File: src/rtl/id_ex_operand_stage.sv
// ---------------------------------------------------------------------------
// id_ex_operand_stage
// ID/EX pipeline register plus the EX operand-select stage that feeds the ALU.
// The decoded instruction is captured on the rising clock edge. The two ALU
// source buses are then built from the registered operands.
//
// Optional feature macro: ID_EX_FWD_EN
//   defined   : EX/MEM and MEM/WB results are forwarded onto the operand buses.
//               hazard_o covers load-use only.
//   undefined : there are no forwarding muxes. hazard_o also stalls on any
//               pending EX or EX/MEM writer of an ID source register.
//               MEM/WB is covered by the write-first register file.
//
// Capture priority: rst_i > flush_i > stall_i > hazard_o > normal.
// A bubble is bit-identical to the reset state.
// ---------------------------------------------------------------------------
module id_ex_operand_stage #(
    parameter int DATA_W = 32,
    parameter int REG_AW = 5
) (
    input  logic              clk_i,
    input  logic              rst_i,
    input  logic              stall_i,
    input  logic              flush_i,
    input  logic              id_valid_i,
    input  logic [DATA_W-1:0] id_rs_data_i,
    input  logic [DATA_W-1:0] id_rt_data_i,
    input  logic [DATA_W-1:0] id_imm_i,
    input  logic [REG_AW-1:0] id_rs_addr_i,
    input  logic [REG_AW-1:0] id_rt_addr_i,
    input  logic [REG_AW-1:0] id_rd_addr_i,
    input  logic [3:0]        id_alu_op_i,
    input  logic              id_alu_src_i,
    input  logic              id_reg_write_i,
    input  logic              id_mem_read_i,
    input  logic              id_mem_write_i,
    input  logic              id_mem_to_reg_i,
    input  logic              exmem_reg_write_i,
    input  logic [REG_AW-1:0] exmem_rd_i,
    input  logic [DATA_W-1:0] exmem_result_i,
    input  logic              memwb_reg_write_i,
    input  logic [REG_AW-1:0] memwb_rd_i,
    input  logic [DATA_W-1:0] memwb_data_i,
    output logic [DATA_W-1:0] alu_src1_o,
    output logic [DATA_W-1:0] alu_src2_o,
    output logic [3:0]        alu_op_o,
    output logic [DATA_W-1:0] ex_store_data_o,
    output logic [REG_AW-1:0] ex_rd_o,
    output logic              ex_valid_o,
    output logic              ex_reg_write_o,
    output logic              ex_mem_read_o,
    output logic              ex_mem_write_o,
    output logic              ex_mem_to_reg_o,
    output logic              hazard_o
);

    // One ID/EX entry. The all-zero value is both the reset state and the bubble.
    typedef struct packed {
        logic              valid;
        logic [REG_AW-1:0] rs_addr;
        logic [REG_AW-1:0] rt_addr;
        logic [REG_AW-1:0] rd_addr;
        logic [DATA_W-1:0] rs_data;
        logic [DATA_W-1:0] rt_data;
        logic [DATA_W-1:0] imm;
        logic [3:0]        alu_op;
        logic              alu_src;
        logic              reg_write;
        logic              mem_read;
        logic              mem_write;
        logic              mem_to_reg;
    } stage_t;

    stage_t            stage_q;
    stage_t            stage_d;
    logic              hazard_s;
    logic [DATA_W-1:0] fwd_rs_s;
    logic [DATA_W-1:0] fwd_rt_s;

    // True when a non-zero destination register matches either ID source register.
    function automatic logic dest_hits_src(
        input logic [REG_AW-1:0] dest,
        input logic [REG_AW-1:0] src_a,
        input logic [REG_AW-1:0] src_b
    );
        dest_hits_src = (dest != {REG_AW{1'b0}}) && ((dest == src_a) || (dest == src_b));
    endfunction

`ifdef ID_EX_FWD_EN
    // Operand forwarding. EX/MEM is younger, so it wins over MEM/WB.
    // Register 0 is never forwarded.
    function automatic logic [DATA_W-1:0] fwd_operand(
        input logic [REG_AW-1:0] src_addr,
        input logic [DATA_W-1:0] reg_data,
        input logic              em_we,
        input logic [REG_AW-1:0] em_rd,
        input logic [DATA_W-1:0] em_result,
        input logic              mw_we,
        input logic [REG_AW-1:0] mw_rd,
        input logic [DATA_W-1:0] mw_data
    );
        if (em_we && (em_rd != {REG_AW{1'b0}}) && (em_rd == src_addr)) begin
            fwd_operand = em_result;
        end else if (mw_we && (mw_rd != {REG_AW{1'b0}}) && (mw_rd == src_addr)) begin
            fwd_operand = mw_data;
        end else begin
            fwd_operand = reg_data;
        end
    endfunction
`endif

    // Hazard detection: the ID instruction must wait for a producer still in flight.
    always_comb begin
        hazard_s = 1'b0;
        if (rst_i || !id_valid_i) begin
            hazard_s = 1'b0;
        end else begin
            hazard_s = stage_q.valid && stage_q.mem_read &&
                       dest_hits_src(stage_q.rd_addr, id_rs_addr_i, id_rt_addr_i);
`ifndef ID_EX_FWD_EN
            // Without forwarding, any result not yet in the register file blocks ID.
            hazard_s = hazard_s ||
                       (stage_q.valid && stage_q.reg_write &&
                        dest_hits_src(stage_q.rd_addr, id_rs_addr_i, id_rt_addr_i)) ||
                       (exmem_reg_write_i &&
                        dest_hits_src(exmem_rd_i, id_rs_addr_i, id_rt_addr_i));
`endif
        end
    end

    // Next-entry selection: flush beats stall, stall beats hazard bubble, then normal capture.
    always_comb begin
        stage_d = stage_q;
        if (flush_i) begin
            stage_d = '0;
        end else if (stall_i) begin
            stage_d = stage_q;
        end else if (hazard_s) begin
            stage_d = '0;
        end else begin
            stage_d.valid      = id_valid_i;
            stage_d.rs_addr    = id_rs_addr_i;
            stage_d.rt_addr    = id_rt_addr_i;
            stage_d.rd_addr    = id_rd_addr_i;
            stage_d.rs_data    = id_rs_data_i;
            stage_d.rt_data    = id_rt_data_i;
            stage_d.imm        = id_imm_i;
            // A non-instruction carries data but no side-effecting controls.
            stage_d.alu_op     = id_valid_i ? id_alu_op_i : 4'd0;
            stage_d.alu_src    = id_valid_i & id_alu_src_i;
            stage_d.reg_write  = id_valid_i & id_reg_write_i;
            stage_d.mem_read   = id_valid_i & id_mem_read_i;
            stage_d.mem_write  = id_valid_i & id_mem_write_i;
            stage_d.mem_to_reg = id_valid_i & id_mem_to_reg_i;
        end
    end

    // ID/EX pipeline register. An asynchronous reset clears the entry immediately, even while stalled.
    always_ff @(posedge clk_i or posedge rst_i) begin
        if (rst_i) begin
            stage_q <= '0;
        end else begin
            stage_q <= stage_d;
        end
    end

`ifdef ID_EX_FWD_EN
    // Forwarded rs/rt operands.
    always_comb begin
        fwd_rs_s = fwd_operand(stage_q.rs_addr, stage_q.rs_data,
                               exmem_reg_write_i, exmem_rd_i, exmem_result_i,
                               memwb_reg_write_i, memwb_rd_i, memwb_data_i);
        fwd_rt_s = fwd_operand(stage_q.rt_addr, stage_q.rt_data,
                               exmem_reg_write_i, exmem_rd_i, exmem_result_i,
                               memwb_reg_write_i, memwb_rd_i, memwb_data_i);
    end
`else
    // Without forwarding, the operands are the registered read data.
    always_comb begin
        fwd_rs_s = stage_q.rs_data;
        fwd_rt_s = stage_q.rt_data;
    end

    // These inputs and fields matter only when forwarding is built in.
    logic unused_s;
    assign unused_s = ^{exmem_result_i, memwb_reg_write_i, memwb_rd_i, memwb_data_i,
                        stage_q.rs_addr, stage_q.rt_addr};
`endif

    assign alu_src1_o      = fwd_rs_s;
    assign alu_src2_o      = stage_q.alu_src ? stage_q.imm : fwd_rt_s;
    assign ex_store_data_o = fwd_rt_s;
    assign alu_op_o        = stage_q.alu_op;
    assign ex_rd_o         = stage_q.rd_addr;
    assign ex_valid_o      = stage_q.valid;
    assign ex_reg_write_o  = stage_q.reg_write;
    assign ex_mem_read_o   = stage_q.mem_read;
    assign ex_mem_write_o  = stage_q.mem_write;
    assign ex_mem_to_reg_o = stage_q.mem_to_reg;
    assign hazard_o        = hazard_s;

endmodule
File: config.mk
export PLATFORM = sky130hd
export DESIGN_NAME = id_ex_operand_stage
export DESIGN_NICKNAME = d
export VERILOG_FILES = /design/src/rtl/id_ex_operand_stage.sv
export SDC_FILE = /design/constraint.sdc
export NUM_CORES = 1
export LEC_CHECK = 0
export CORE_MARGIN = 3
export CORE_UTILIZATION = 30
export DETAILED_ROUTE_END_ITERATION = 8
export PLACE_DENSITY_LB_ADDON = 0.1
export SETUP_SLACK_MARGIN = 0.3
export SLEW_MARGIN = 30
export SYNTH_ARGS = -nofsm -noshare
export SYNTH_HDL_FRONTEND = slang
export SYNTH_SLANG_ARGS = --single-unit
File: constraint.sdc
create_clock -name clk_i -period 5.85 [get_ports clk_i]
set_input_delay 1.17 -clock clk_i [delete_from_list [all_inputs] [get_ports clk_i]]
set_output_delay 1.17 -clock clk_i [all_outputs]
set_load 0.05 [all_outputs]
==> results of run 1 <==
==> worst paths after layout <==
| kind | slack (ns) | end | from |
|---|---|---|---|
| max | 1.40 | hazard_o | exmem_rd_i[1] |
| min | 0.48 | alu_src1_o[24] | alu_src1_o[24] |
| max reg2reg | 2.74 | stage_q[9] | ex_rd_o[0] |
| min reg2reg | 0.48 | alu_src1_o[24] | alu_src1_o[24] |
| max in group asynchronous | 3.41 | alu_src1_o[31] | rst_i |
| min in group asynchronous | 1.32 | alu_op_o[2] | rst_i |
==> synthesized netlist by cell type, types with 8 or more instances <==
master | number | share of area (%)
dfrtp_1 | 111 | 40
nand2_1 | 40 | 2.2
buf_6 | 9 | 1.5
inv_1 | 111 | 6.0
clkbuf_1 | 46 | 2.5
o41ai_2 | 70 | 17
o31ai_2 | 8 | 1.5
xor2_1 | 20 | 2.5
o41ai_1 | 31 | 3.9
mux2_2 | 32 | 5.2
nand3b_1 | 72 | 7.8
buf_4 | 73 | 8.0
==> cell families after synthesis <==
| group | synth area share [%] |
|---|---|
| multiplexers | 5.228 |
| AO/OA/AOI/OAI | 22.64 |
| XOR/XNOR | 2.541 |
| buffers and inverters | 18.24 |
| AND/OR/NAND/NOR | 11.05 |
| flip-flops | 40.30 |
==> power by group through the flow <==
stage	clock [mW]	combinational [mW]	sequential, mW
floorplan	0	0.369	0.850
global placement	0	0.539	0.858
detailed placement	0	0.543	0.860
CTS	0.733	0.545	0.846
global route	0.763	0.572	0.851
finish	0.709	0.538	0.845
==> state kept, by name, summed over array words and instances, names as in the netlist <==
signal	cells
ex_reg_write_o	1
stage_q	33
ex_rd_o	5
ex_valid_o	1
alu_src1_o	32
alu_op_o	4
ex_mem_read_o	1
ex_mem_to_reg_o	1
ex_store_data_o	32
ex_mem_write_o	1
==> final cells by class <==
cell class / count / area [sq um] / area share (%)
Clock buffer: 10 / 239.0 / 2.589
Clock inverter: 4 / 95.09 / 1.030
Inverter: 112 / 425.4 / 4.610
Multi-Input combinational cell: 294 / 2874 / 31.14
Sequential cell: 111 / 2779 / 30.11
Tap cell: 280 / 350.3 / 3.796
Timing Repair Buffer: 247 / 2466 / 26.72
==> metal layers <==
metal / vias to the layer above / wire length, microns / GRT usage [%]
li1: 2425 / - / -
met1: 2517 / 8575 / 20.17
met2: 185 / 8510 / 23.81
met3: 17 / 1721 / 4.757
met4: 0 / 257 / 3.926
met5: - / 0 / 0
==> tightest hold or removal path, delay by kind of cell (launching register included) <==
family / cells / cell delay [ns]
simple gates: 1 / 0.06
flops: 1 / 0.34
compound gates: 1 / 0.05
==> through the flow <==
stage	instances	area [sq um]	power, mW	hold slack [ns]
after global placement	1044	8886	1.398	0.4604
after detailed placement	1044	8886	1.402	0.4632
final	1058	9229	2.092	0.4779
after CTS	1058	9220	2.124	0.4787
after global routing	1058	9229	2.185	0.5035
after floorplan	648	6893	1.219	0.4445
==> results.sh, run 1 <==
export IMPL_drt_vias_per_instance=4.862
export IMPL_internal_power_mw=1.459
export IMPL_syn_instance_count=648
export IMPL_cpMostUsedCell="clkdlybuf4s50_1"
export IMPL_fin_nets=976
export IMPL_die_area_sq_um=24830
export IMPL_worst_slew_pin_slew_ns=0.9583
export IMPL_ant_nets=0
export IMPL_drive_gt1_share_pct=17.48
export IMPL_critical_path_class="input pin to output port"
export IMPL_drt_iter0_drc=247
export IMPL_irDropWorstVdd_mv=0.1065
export IMPL_cap_violations=0
export IMPL_final_hold_viol_count=0
export IMPL_syn_area_per_cell_sq_um=10.64
export IMPL_timing_final_ws_setup_ns=1.404
export IMPL_fp_row_count=54
export IMPL_utilization_pct=41.52
export IMPL_drt_pass1_iter_count=5
export IMPL_finalCriticalPeriod_ns=4.446
export IMPL_critical_path_slowest_cell="clkdlybuf4s50_1"
export IMPL_r2r_worst_path_cells=7
export IMPL_grt_ovfl_total=0
export IMPL_grt_pass1_vias=5414
export IMPL_cts_sinks=111
export IMPL_cpPeakStageDelay_ns=0.71
export IMPL_htreeDepth=3
export IMPL_arrival_ns=3.28
export IMPL_die_height_microns=157.6
export IMPL_fillers=2116
export IMPL_wl_per_cell_microns=18.02
export IMPL_grt_pass1_wl_microns=30110
export IMPL_p_clk_share_pct=33.9
export IMPL_die_x_microns=157.6
export IMPL_comb_power_share_pct=25.7
export IMPL_startpoint_type="input pin"
export IMPL_netlist_area_sq_um=6893
export IMPL_relSlewSlack_pct=36.11
export IMPL_setup_tns_final_ns=0
export IMPL_num_io_pins=312
export IMPL_fmax_mhz=224.9
export IMPL_rsz0062_at_grt="no"
export IMPL_path_cells="clkdlybuf4s50_1 > or4_1 > o211ai_1 > o22ai_4 > clkdlybuf4s50_1"
export IMPL_drc=0
export IMPL_final_common_cell="clkdlybuf4s50_1"
export IMPL_cp_top_family="buffers and inverters"
export IMPL_area_growth_pct=33.89
export IMPL_fin_crit_sh_pct=75.99
export IMPL_dp_slack_ns=1.390
export IMPL_synth_seq_area_share_pct=40.30
export IMPL_clk_pin_slew_ns=0.06
export IMPL_diodes=0
export IMPL_port_buffer_count=241
export IMPL_critical_path_max_fanout=3
export IMPL_p_switching_mw=0.6328
export IMPL_antenna_found_initial=0
export IMPL_final_cell_mix="239 x clkdlybuf4s50_1, 110 x inv_1, 110 x dfrtp_1"
export IMPL_synth_distinct_cells=25
export IMPL_p_seq_share_pct=40.4
export IMPL_yosys_warnings=0
export IMPL_endpoint_kind="output port"
export IMPL_place_detailed_hpwl_microns=12730
export IMPL_synth_flop_cell="dfrtp_1"
export IMPL_async_flop_share_pct=100.0
export IMPL_post_cts_buffers=0
export IMPL_place_congestion=0.7712
export IMPL_hold_path_class="flop to flop"
export IMPL_start_util_pct=31.01
export IMPL_grt_usage_pct=15.08
export IMPL_worstPathRequired_ns=4.68
export IMPL_hold_depth=2
export IMPL_outcome="finished, final reports clean"
export IMPL_hold_buffers=0
export IMPL_routed_wl_microns=19070
export IMPL_ys_ff_latch=111
export IMPL_cp_depth=5
export IMPL_worstSkewPairLatency_ns=0.35
export IMPL_power_density_nw_per_um2=226.7
export IMPL_switching_share_pct=30.25
export IMPL_cts_resized=0
export IMPL_clock_skew_ns=0.01438
export IMPL_critPathBufInv=2
export IMPL_cts_root_buffer="clkbuf_16"
export IMPL_leakage_nw=4.206
export IMPL_slew_violations=0
export IMPL_cts_buffer_depth=2
export IMPL_cts_tree="yes"
export IMPL_synth_edf_count=0
export IMPL_grt_max_degree=126
export IMPL_vias=5144
export IMPL_core_area_sq_um=22230
export IMPL_syn_nets=849
export IMPL_cts_buffers_inserted=9
export IMPL_setup_violations_final=0
Note: power is estimated with default switching activity, not from simulation.
==> run 2: changes to the inputs <==
clock period = 4.3 ns   (was 5.85 ns; I/O delays follow)
==> run 2 against run 1 <==
First-iteration DRC count down 28%; non-clock buffer count up 1; global-route usage up 0.16 points; flip-flop and latch count unchanged; final area about the same; largest cell class unchanged; sequential power up 36%; count of clock-buffer cells in the layout unchanged; routed wire length up 1.7%; final cell count about the same.
==> results.sh, run 2 (same netlist as run 1, synthesis figures left out) <==
export IMPL_worstPathRequired_ns=3.44
export IMPL_setup_tns_final_ns=0
export IMPL_hold_buffers=0
export IMPL_power_density_nw_per_um2=301.6
export IMPL_drt_vias_per_instance=4.807
export IMPL_path_cells="mux2_2 > clkdlybuf4s50_1"
export IMPL_area_growth_pct=33.76
export IMPL_slew_violations=0
export IMPL_grt_pass1_vias=5389
export IMPL_cts_buffers_inserted=9
export IMPL_cts_resized=0
export IMPL_clock_skew_ns=0.007141
export IMPL_hold_path_class="flop to flop"
export IMPL_final_hold_viol_count=0
export IMPL_cts_root_buffer="clkbuf_16"
export IMPL_critical_path_class="flop to output port"
export IMPL_arrival_ns=2.51
export IMPL_drt_iter0_drc=178
export IMPL_port_buffer_count=241
export IMPL_critPathBufInv=1
export IMPL_place_congestion=0.7689
export IMPL_relSlewSlack_pct=39.64
export IMPL_r2r_start="ex_rd_o[0]"
export IMPL_place_detailed_hpwl_microns=12940
export IMPL_fmax_mhz=296.9
export IMPL_largest_register_ffs=33
export IMPL_fin_crit_sh_pct=78.32
export IMPL_irDropWorstVdd_mv=0.1560
export IMPL_die_area_sq_um=24830
export IMPL_cts_buffer_depth=2
export IMPL_core_area_sq_um=22230
export IMPL_antenna_found_initial=0
export IMPL_num_io_pins=312
export IMPL_outcome="finished, final reports clean"
export IMPL_registers_top_by_ff_count="stage_q"
export IMPL_cp_top_family="flip-flops"
export IMPL_endpoint_kind="output port"
export IMPL_clk_pin_slew_ns=0.07
export IMPL_drt_pass1_iter_count=5
export IMPL_grt_usage_pct=15.24
export IMPL_htreeDepth=3
export IMPL_cpPeakStageDelay_ns=0.95
export IMPL_cap_violations=0
export IMPL_timing_final_ws_setup_ns=0.9323
export IMPL_leakage_nw=4.198
export IMPL_wl_per_cell_microns=18.31
export IMPL_post_cts_buffers=0
export IMPL_cts_tree="yes"
export IMPL_die_x_microns=157.6
export IMPL_grt_ovfl_total=0
export IMPL_startpoint_type="flop"
export IMPL_fin_nets=977
export IMPL_drive_gt1_share_pct=17.59
export IMPL_start_util_pct=31.01
export IMPL_cts_sinks=111
export IMPL_diodes=0
export IMPL_ant_nets=0
export IMPL_setup_violations_final=0
export IMPL_hp_start="alu_src1_o[19]"
export IMPL_hold_ws_ns=0.4786
export IMPL_critical_path_max_fanout=33
export IMPL_critical_path_slowest_cell="dfrtp_2"
export IMPL_drc=0
export IMPL_dp_slack_ns=0.9498
export IMPL_rsz0062_at_grt="no"
export IMPL_die_height_microns=157.6
export IMPL_vias=5091
export IMPL_final_common_cell="clkdlybuf4s50_1"
export IMPL_routed_wl_microns=19390
export IMPL_fp_row_count=54
export IMPL_grt_max_degree=112
export IMPL_worst_slew_pin_slew_ns=0.9054
export IMPL_grt_pass1_wl_microns=29940
export IMPL_final_cell_mix="238 x clkdlybuf4s50_1, 110 x inv_1, 110 x dfrtp_1"
export IMPL_finalCriticalPeriod_ns=3.368
export IMPL_worstSkewPairLatency_ns=0.35
export IMPL_startpoint="stage_q[4]"
-- run 2: changes by cell type in the layout (fill, tap and decap cells not counted), sizes merged --
| cell | before | now |
|---|---|---|
| buf | 7 | 10 |
| clkdlybuf4s50 | 239 | 238 |
| clkbuf | 11 | 10 |
| clkinvlp | 0 | 1 |
| bufinv | 3 | 2 |
-- run 2: final timing paths --
kind / to / slack [ns] / cells past startpoint
max: alu_src2_o[29] / 0.93 / 2
min: alu_src1_o[19] / 0.48 / 2
max reg2reg: ex_valid_o / 2.14 / 6
min reg2reg: alu_src1_o[19] / 0.48 / 2
max in group asynchronous: alu_src1_o[28] / 2.55 / 3
min in group asynchronous: alu_op_o[2] / 1.00 / 2
-- run 2: tightest hold or removal path: cells and delay by family (launching register included) --
family / cells / cell delay, ns
and+or+nand+nor: 1 / 0.06
AOI/OAI and AO/OA: 1 / 0.04
DFF: 1 / 0.35
-- run 2: layout make-up --
| cell class | count | area [sq um] |
|---|---|---|
| multi-input combinational | 294 | 2874 |
| sequential | 111 | 2779 |
| clock buffer | 10 | 229.0 |
| inverter | 112 | 425.4 |
| fill | 2129 | 13010 |
| tap | 280 | 350.3 |
| timing repair buffer | 248 | 2490 |
| clock inverter | 4 | 72.57 |
-- run 2: where the power goes --
group / switching, mW / internal, mW
Combinational: 0.430 / 0.307
Sequential: 0.0480 / 1.10
Clock: 0.389 / 0.505
-- run 2: routing by layer --
layer | up-vias | share of wire, % | GRT usage (%)
li1 | 2432 | - | -
met1 | 2470 | 45 | 19.96
met2 | 170 | 45 | 24.43
met3 | 19 | 7.7 | 4.538
met4 | 0 | 1.6 | 4.628
met5 | - | 0 | 0
-- run 2: per-stage QoR --
step                std cells  power [mW]  util (%)  area (sq um)
floorplan                 648       1.658         -          6893
global placement         1045       1.906     40.11          8916
detailed placement       1045       1.914     40.11          8916
CTS                      1059       2.831     41.47          9218
global route             1059       2.918     41.48          9220
finish                   1059       2.780     41.48          9220
